**config.mk**
```make
export PLATFORM = sky130hd
export DESIGN_NAME = seq_trig_hwt
export DESIGN_NICKNAME = d
export VERILOG_FILES = /design/src/rtl/seq_trig_hwt.sv
export SDC_FILE = /design/constraint.sdc
export NUM_CORES = 1
export LEC_CHECK = 0
export CAP_MARGIN = 40
export CORE_MARGIN = 8
export CORE_UTILIZATION = 40
export DETAILED_ROUTE_END_ITERATION = 10
export PLACE_DENSITY = 0.62
export SLEW_MARGIN = 20
export SYNTH_ARGS = -nofsm -noshare
export SYNTH_HDL_FRONTEND = slang
export SYNTH_SLANG_ARGS = --single-unit
```
**constraint.sdc**
```tcl
create_clock -name clk -period 2.9 [get_ports clk]
set_input_delay 0.58 -clock clk [delete_from_list [all_inputs] [get_ports clk]]
set_output_delay 0.58 -clock clk [all_outputs]
set_load 0.005 [all_outputs]
```
**src/rtl/seq_trig_hwt.sv**
```systemverilog
// Sequence-triggered payload block: a registered golden function whose output is
// corrupted for PAY_LEN valid samples after SEQ_LEN consecutive valid TRIG_PAT samples.
module seq_trig_hwt #(
   parameter int               WIDTH    = 4,
   parameter logic [WIDTH-1:0] TRIG_PAT = WIDTH'(4'b1111),
   parameter int               SEQ_LEN  = 3,
   parameter int               PAY_LEN  = 4,
   parameter int               MODE     = 0
) (
   input  logic             clk,
   input  logic             rst_n,
   input  logic [WIDTH-1:0] x,
   input  logic             in_valid,
   input  logic             trig_en,
   output logic             y,
   output logic             out_valid,
   output logic             armed,
   output logic [7:0]       trig_cnt
);

   typedef enum logic [1:0] {
      IDLE  = 2'd0,
      MATCH = 2'd1,
      ARMED = 2'd2
   } state_t;

   state_t     state_q, state_d;
   logic [3:0] match_cnt_q, match_cnt_d;
   logic [7:0] pay_cnt_q, pay_cnt_d;
   logic [7:0] trig_cnt_q, trig_cnt_d;
   logic       y_q, y_d;
   logic       out_valid_q, out_valid_d;

   logic       g;
   logic       hit;
   logic       payload;
   logic [7:0] trig_inc;

   assign g        = x[WIDTH-1] & (x[WIDTH-2] | (&x[WIDTH-3:0]));
   assign hit      = (x == TRIG_PAT);
   assign payload  = (MODE == 0) ? ~g : 1'b0;
   assign trig_inc = (trig_cnt_q == 8'hFF) ? trig_cnt_q : trig_cnt_q + 8'd1;

   always_comb begin
      state_d     = state_q;
      match_cnt_d = match_cnt_q;
      pay_cnt_d   = pay_cnt_q;
      trig_cnt_d  = trig_cnt_q;
      y_d         = y_q;
      out_valid_d = in_valid;

      // The completing sample is still in MATCH here, so it passes through uncorrupted.
      if (in_valid) begin
         y_d = (state_q == ARMED && trig_en) ? payload : g;
      end

      if (!trig_en) begin
         state_d     = IDLE;
         match_cnt_d = 4'd0;
         pay_cnt_d   = 8'd0;
      end else if (in_valid) begin
         case (state_q)
            IDLE: begin
               if (hit) begin
                  if (SEQ_LEN == 1) begin
                     state_d     = ARMED;
                     match_cnt_d = 4'd0;
                     pay_cnt_d   = 8'(PAY_LEN);
                     trig_cnt_d  = trig_inc;
                  end else begin
                     state_d     = MATCH;
                     match_cnt_d = 4'd1;
                  end
               end
            end
            MATCH: begin
               if (hit) begin
                  if (match_cnt_q + 4'd1 == 4'(SEQ_LEN)) begin
                     state_d     = ARMED;
                     match_cnt_d = 4'd0;
                     pay_cnt_d   = 8'(PAY_LEN);
                     trig_cnt_d  = trig_inc;
                  end else begin
                     match_cnt_d = match_cnt_q + 4'd1;
                  end
               end else begin
                  // A broken run never doubles as the start of a new one.
                  state_d     = IDLE;
                  match_cnt_d = 4'd0;
               end
            end
            ARMED: begin
               pay_cnt_d = pay_cnt_q - 8'd1;
               if (pay_cnt_q == 8'd1) begin
                  state_d = IDLE;
               end
            end
            default: begin
               state_d     = IDLE;
               match_cnt_d = 4'd0;
               pay_cnt_d   = 8'd0;
            end
         endcase
      end
   end

   always_ff @(posedge clk or negedge rst_n) begin
      if (!rst_n) begin
         state_q     <= IDLE;
         match_cnt_q <= 4'd0;
         pay_cnt_q   <= 8'd0;
         trig_cnt_q  <= 8'd0;
         y_q         <= 1'b0;
         out_valid_q <= 1'b0;
      end else begin
         state_q     <= state_d;
         match_cnt_q <= match_cnt_d;
         pay_cnt_q   <= pay_cnt_d;
         trig_cnt_q  <= trig_cnt_d;
         y_q         <= y_d;
         out_valid_q <= out_valid_d;
      end
   end

   assign y         = y_q;
   assign out_valid = out_valid_q;
   assign armed     = (state_q == ARMED);
   assign trig_cnt  = trig_cnt_q;

endmodule

```
==> results.toml, run 1 <==
[route]
drtPass1Iterations = 4
drt-vias-per-instance = 5.68
postRouteAntennaNets = 0
via_count = 1290
routedWlPerCell_um = 15.1
drtIter0Drc = 122
wl_um = 3430
drc = 0

[yosys]
avgSynthCellArea_um2 = 9.08
synth_seq_cells = 24
synthCells = 158
netlist_area_um2 = 1430
syn_nets = 175
synth-seq-area-share_pct = 41.9
ys_types = 40
yosys_warnings = 0

[floorplan]
die_area_um2 = 5760
core_area_um2 = 3390
die_w_um = 75.9
die_h_um = 75.9
ios = 19
fp-row-count = 21
start_util_pct = 42.3

[critical_path]
path_max_fanout = 7
rr_startpoint = "match_cnt_q[0]$_DFFE_PN0P_"
cp.required_ns = 3.14
r2r_end = "pay_cnt_q[6]$_DFFE_PN0P_"
ff2ff_path_depth = 6
start_kind = "input pin"
rrSetupSlack_ns = 0.68
endpoint_kind = "register"
cp.arrival_ns = 2.55
critPathKind = "input pin to register"

[clocking]
cts_buffer_depth = 2
cts_tree = "built"
path_clk_slew_ns = 0.14
cts_setup_buffers = 0
cts_hold_buffers = 0
cts.sinks = 24
htree_levels = 1
numCtsBuffers = 3
cts-resized-gates = 0
clockRootBuffer = "clkbuf_4"
insertion_delay_ns = 0.32

[grt]
antenna_found_initial = 0
globalRouteMet3Util_pct = 4.34
grt-busiest-layer = "met2"
grt_pass1_vias = 1293
gr-usage-met2_pct = 22.0
grt_pass1_wl_um = 5810
use_met1_pct = 15.3
gr-usage-all-layers_pct = 13.2
grt_max_degree = 25
overflow = 0

[layout]
syn_to_final_growth_pct = 22.0
mostFrequentLayoutCell = "dfrtp_1"
nets = 199
n_antenna_cell = 0
layout_common_cells = "dfrtp_1 (24), clkdlybuf4s50_1 (18), nand2_1 (16)"
fin_area_um2 = 1750
drive_above_1_share_pct = 8.29

[timing]
slew_headroom_pct = 70.3
hold_viol = 0
tns_ns = 0
fin_worst_skew_ns = 0.00886
setup_ws_ns = 0.586
whs_ns = 0.504
finalCriticalPeriod_ns = 2.31
setup_viol = 0
timing.fmax_mhz = 432
drv_slew = 0
finalCritPeriodShare_pct = 79.8
worstMarginPinSlew_ns = 0.443
rsz0062_at_grt = "no"

[run_status]
status = "complete, no violations"

[pwr]
p_comb_share_pct = 8.1
power_switching_mw = 0.140
p_seq_share_pct = 53.3
switching_share_pct = 21.8
p_leak_nw = 0.784
p_per_area_nw_per_um2 = 367
p_int_mw = 0.502
clockPowerShare_pct = 38.6
power_mw = 0.642
ir_drop_v = 0.000169

[place]
finalWeightedCongestion = 0.816
postPlaceCellArea_um2 = 1700
pre_cts_slack_ns = 0.256
port_buffers = 18
hpwlAfterDp_um = 2530

[worst_hold_path]
hold_start = "pay_cnt_q[5]$_DFFE_PN0P_"
holdPathStages = 1
hold_end = "pay_cnt_q[5]$_DFFE_PN0P_"
holdCritPathClass = "register to register"

[run]
max_cap_viol_count = 0
==> logic make-up (layout without fill, tap and decap cells) <==
kind of cell / Yosys count / count (layout) / share of synthesized area [%]
flip-flops: 24 / 24 / 41.9
XOR/XNOR: 8 / 8 / 4.89
buffers and inverters: 18 / 41 / 5.06
multiplexers: 2 / 2 / 1.48
adder cells (fa/ha/maj): 9 / 9 / 7.85
AND/OR/NAND/NOR: 61 / 61 / 21.3
AO/OA/AOI/OAI: 36 / 36 / 17.5
==> per-layer routing <==
| layer | wire, um | vias up |
|---|---|---|
| li1 | - | 610 |
| met1 | 1440 | 638 |
| met2 | 1640 | 36 |
| met3 | 295 | 6 |
| met4 | 48 | 0 |
| met5 | 0 | - |
==> power groups by stage <==
stage | logic, mW | registers, mW | clock network [mW]
floorplan | 0.0213 | 0.348 | 0
global placement | 0.0512 | 0.348 | 0
detailed placement | 0.0523 | 0.349 | 0
CTS | 0.0527 | 0.342 | 0.253
global route | 0.0585 | 0.343 | 0.269
finish | 0.0520 | 0.342 | 0.247
==> area by class of cell <==
| class | instances | area [um2] |
|---|---|---|
| well taps | 46 | 57.6 |
| fillers | 322 | 1640 |
| flip-flops and latches | 24 | 601 |
| clock inverters | 1 | 30.0 |
| multi-input cells | 116 | 761 |
| repair buffers | 25 | 233 |
| clock buffers | 3 | 22.5 |
| inverters | 12 | 45.0 |
==> sequential cells by signal, summed over array words and instances (netlist names) <==
name / cells
match_cnt_q: 4
trig_cnt: 8
pay_cnt_q: 8
y: 1
out_valid: 1
state_q: 2
==> cell usage after synthesis <==
cell       count  share of area, %
buf_4          1              0.52
nor4b_2        1               1.0
inv_1         12               3.1
mux2_2         1              0.79
nand4_1        2              0.87
nor3_1         3               1.0
ha_1           9               7.9
and2_1         1              0.44
nand3b_1       1              0.52
buf_1          1              0.26
a21o_1         1              0.52
mux2i_1        1              0.70
o41ai_1        2               1.2
xnor2_1        8               4.9
a221oi_1       1              0.61
or4_1          1              0.52
a21oi_1        8               2.8
a31oi_1        1              0.44
nand2_1       16               4.2
a311o_1        1              0.70
and3_1         4               1.7
o221ai_1       1              0.61
nand3_1       12               4.2
buf_2          1              0.35
o41a_1         1              0.79
o21ai_1        1              0.35
nor2_1        14               3.7
o21ai_0        7               2.4
dfrtp_1       24                42
o211ai_1       7               3.7
or4b_2         1              0.70
and4_1         1              0.61
o311ai_1       1              0.61
clkbuf_1       3              0.79
or2_0          1              0.44
o31ai_1        2               1.0
o41ai_2        1               1.1
nand2b_1       2              0.87
or3_1          1              0.44
o2111ai_1      1              0.61
==> worst max path at each step <==
stage                               start                        to  slack [ns]  depth (start not counted)
2_1_floorplan  match_cnt_q[0]$_DFFE_PN0P_  pay_cnt_q[6]$_DFFE_PN0P_        0.89                          7
3_3_place_gp                         x[2]  pay_cnt_q[6]$_DFFE_PN0P_        0.34                          6
3_5_place_dp                         x[2]  pay_cnt_q[6]$_DFFE_PN0P_        0.26                          6
4_1_cts                              x[2]  pay_cnt_q[6]$_DFFE_PN0P_        0.60                          6
5_1_grt                              x[2]  pay_cnt_q[2]$_DFFE_PN0P_        0.49                          6
6_report                             x[2]  pay_cnt_q[6]$_DFFE_PN0P_        0.59                          6
==> stage by stage <==
stage	util [%]	instances
final	51.6	227
after global placement	50.1	223
after detailed placement	50.1	223
after floorplan	-	158
after CTS	51.6	227
after global routing	51.6	227
==> critical path: stages <==
cell and delay, ns:
clkdlybuf4s50_1 0.48, and4_1 0.34, o2111ai_1 0.15, a311o_1 0.35, or2_0 0.33, o41ai_2 0.31
No activity file was read; power rests on OpenSTA's default activity.
==> inputs of run 2 (changes only) <==
==> constraint.sdc (replaced) <==
create_clock -name clk -period 2.18 [get_ports clk]
set_input_delay 0.436 -clock clk [delete_from_list [all_inputs] [get_ports clk]]
set_output_delay 0.436 -clock clk [all_outputs]
set_load 0.005 [all_outputs]
==> run 2 against run 1 <==
Compared with the run above: sequential power increased by 33%; utilization grew 1.6 points; die area is the same; highest routed layer unchanged; critical endpoint is now armed; first-iteration DRC count shrank 25%; combinational power increased by 46%; largest cell class unchanged; hold slack worse by 0.045 ns; worst setup slack worse by 0.49 ns; power up 20%; largest power group unchanged.
==> results.toml, run 2 (synthesized netlist as in run 1, its figures left out) <==
[run_status]
status = "complete, no violations"

[grt]
grt_pass1_wl_um = 5780
grt_pass1_vias = 1250
antenna_found_initial = 0
gr-usage-all-layers_pct = 13.1
grt_max_degree = 25
overflow = 0

[timing]
fin_worst_skew_ns = 0.0114
finalCritPeriodShare_pct = 95.7
finalCriticalPeriod_ns = 2.09
tns_ns = 0
slew_headroom_pct = 76.4
hold_viol = 0
timing.fmax_mhz = 480
worstMarginPinSlew_ns = 0.351
setup_viol = 0
rsz0062_at_grt = "no"
setup_ws_ns = 0.0948
drv_slew = 0

[place]
port_buffers = 18
finalWeightedCongestion = 0.798
hpwlAfterDp_um = 2560
post-place-cells = 231
pre_cts_slack_ns = -0.283
postPlaceCellArea_um2 = 1760

[route]
postRouteAntennaNets = 0
drt-vias-per-instance = 5.48
drc = 0
routedWlPerCell_um = 14.8
wl_um = 3470
via_count = 1287
drtIter0Drc = 92
drtPass1Iterations = 4

[clocking]
clockRootBuffer = "clkbuf_4"
htree_levels = 1
insertion_delay_ns = 0.32
numCtsBuffers = 3
cts_buffer_depth = 2
path_clk_slew_ns = 0.14
cts.sinks = 24
cts_tree = "built"
cts_hold_buffers = 0

[layout]
layoutNonFillerInstCount = 235
syn_to_final_growth_pct = 25.8
layout_common_cells = "dfrtp_1 (24), clkdlybuf4s50_1 (18), nand2_1 (16)"
fin_area_um2 = 1800
n_antenna_cell = 0
nets = 207
mostFrequentLayoutCell = "dfrtp_1"
post-route-util_pct = 53.2
drive_above_1_share_pct = 12.7

[worst_hold_path]
holdCritPathClass = "input pin to asynchronous set/reset pin"

[critical_path]
rr_startpoint = "match_cnt_q[0]$_DFFE_PN0P_"
r2r_end = "pay_cnt_q[6]$_DFFE_PN0P_"
ff2ff_path_depth = 6
critPathKind = "register to output pin"
cp.required_ns = 1.74
slowest_delay_ns = 0.55
rrSetupSlack_ns = 0.11
cp_cell_sequence = "inv_1, ha_1, clkdlybuf4s50_1"
cp.arrival_ns = 1.65
slowest_stage = "clkdlybuf4s50_1"
path_max_fanout = 5
start_kind = "register"
endpoint_kind = "output pin"

[pwr]
ir_drop_v = 0.000229
p_per_area_nw_per_um2 = 427
p_leak_nw = 0.819

[floorplan]
die_w_um = 75.9
start_util_pct = 42.3
ios = 19
die_area_um2 = 5760
core_area_um2 = 3390
die_h_um = 75.9
fp-row-count = 21

[run]
max_cap_viol_count = 0
## run 2: cell types whose count changed in the layout (fill, tap and decap cells not counted), sizes merged
cell and delta:
clkbuf +1, buf +8, bufinv -1
## run 2: worst max-delay path, delay by kind of cell (launching register included)
family | cells | cell delay, ns
buf+inv | 2 | 0.67
flops | 1 | 0.42
fa+ha+maj | 1 | 0.25
## run 2: cell type report
type                            instances  area, um2
Clock buffer                            4       36.3
Inverter                               12       45.0
Fill cell                             315       1590
Multi-Input combinational cell        116        772
Sequential cell                        24        601
Timing Repair Buffer                   33        293
Tap cell                               46       57.6
## run 2: layer usage
metal  GRT usage [%]  wire length, um
met1            16.4             1600
met4            5.12               52
met5               0                0
met3            3.95              255
met2            20.3             1570
## run 2: what timing repair did
action / in CTS / in global routing
endpoints found under the setup margin: 1 / 3
cloned: 0 / 0
setup buffers: 0 / 0
resized for setup: 1 / 2
## run 2: per-stage QoR
stage	hold WS, ns	power (mW)
finish	0.459	0.771
global route	0.472	0.807
CTS	0.472	0.779
detailed placement	0.473	0.538
global placement	0.469	0.536
floorplan	0.140	0.491
## run 2: power by group
group | switching, mW | internal [mW]
Combinational | 0.0406 | 0.0351
Sequential | 0.00322 | 0.450
Clock | 0.139 | 0.102
Total | 0.183 | 0.588
## run 2: worst max path at each step
stage	slack, ns	cells after the start	from	end
finish	0.09	3	state_q[0]$_DFFE_PN0P_	armed
floorplan	0.17	7	match_cnt_q[0]$_DFFE_PN0P_	pay_cnt_q[6]$_DFFE_PN0P_
global placement	-0.19	6	x[2]	pay_cnt_q[6]$_DFFE_PN0P_
CTS	0.02	6	match_cnt_q[0]$_DFFE_PN0P_	pay_cnt_q[6]$_DFFE_PN0P_
detailed placement	-0.28	6	x[2]	pay_cnt_q[6]$_DFFE_PN0P_
global route	0.02	3	state_q[0]$_DFFE_PN0P_	armed
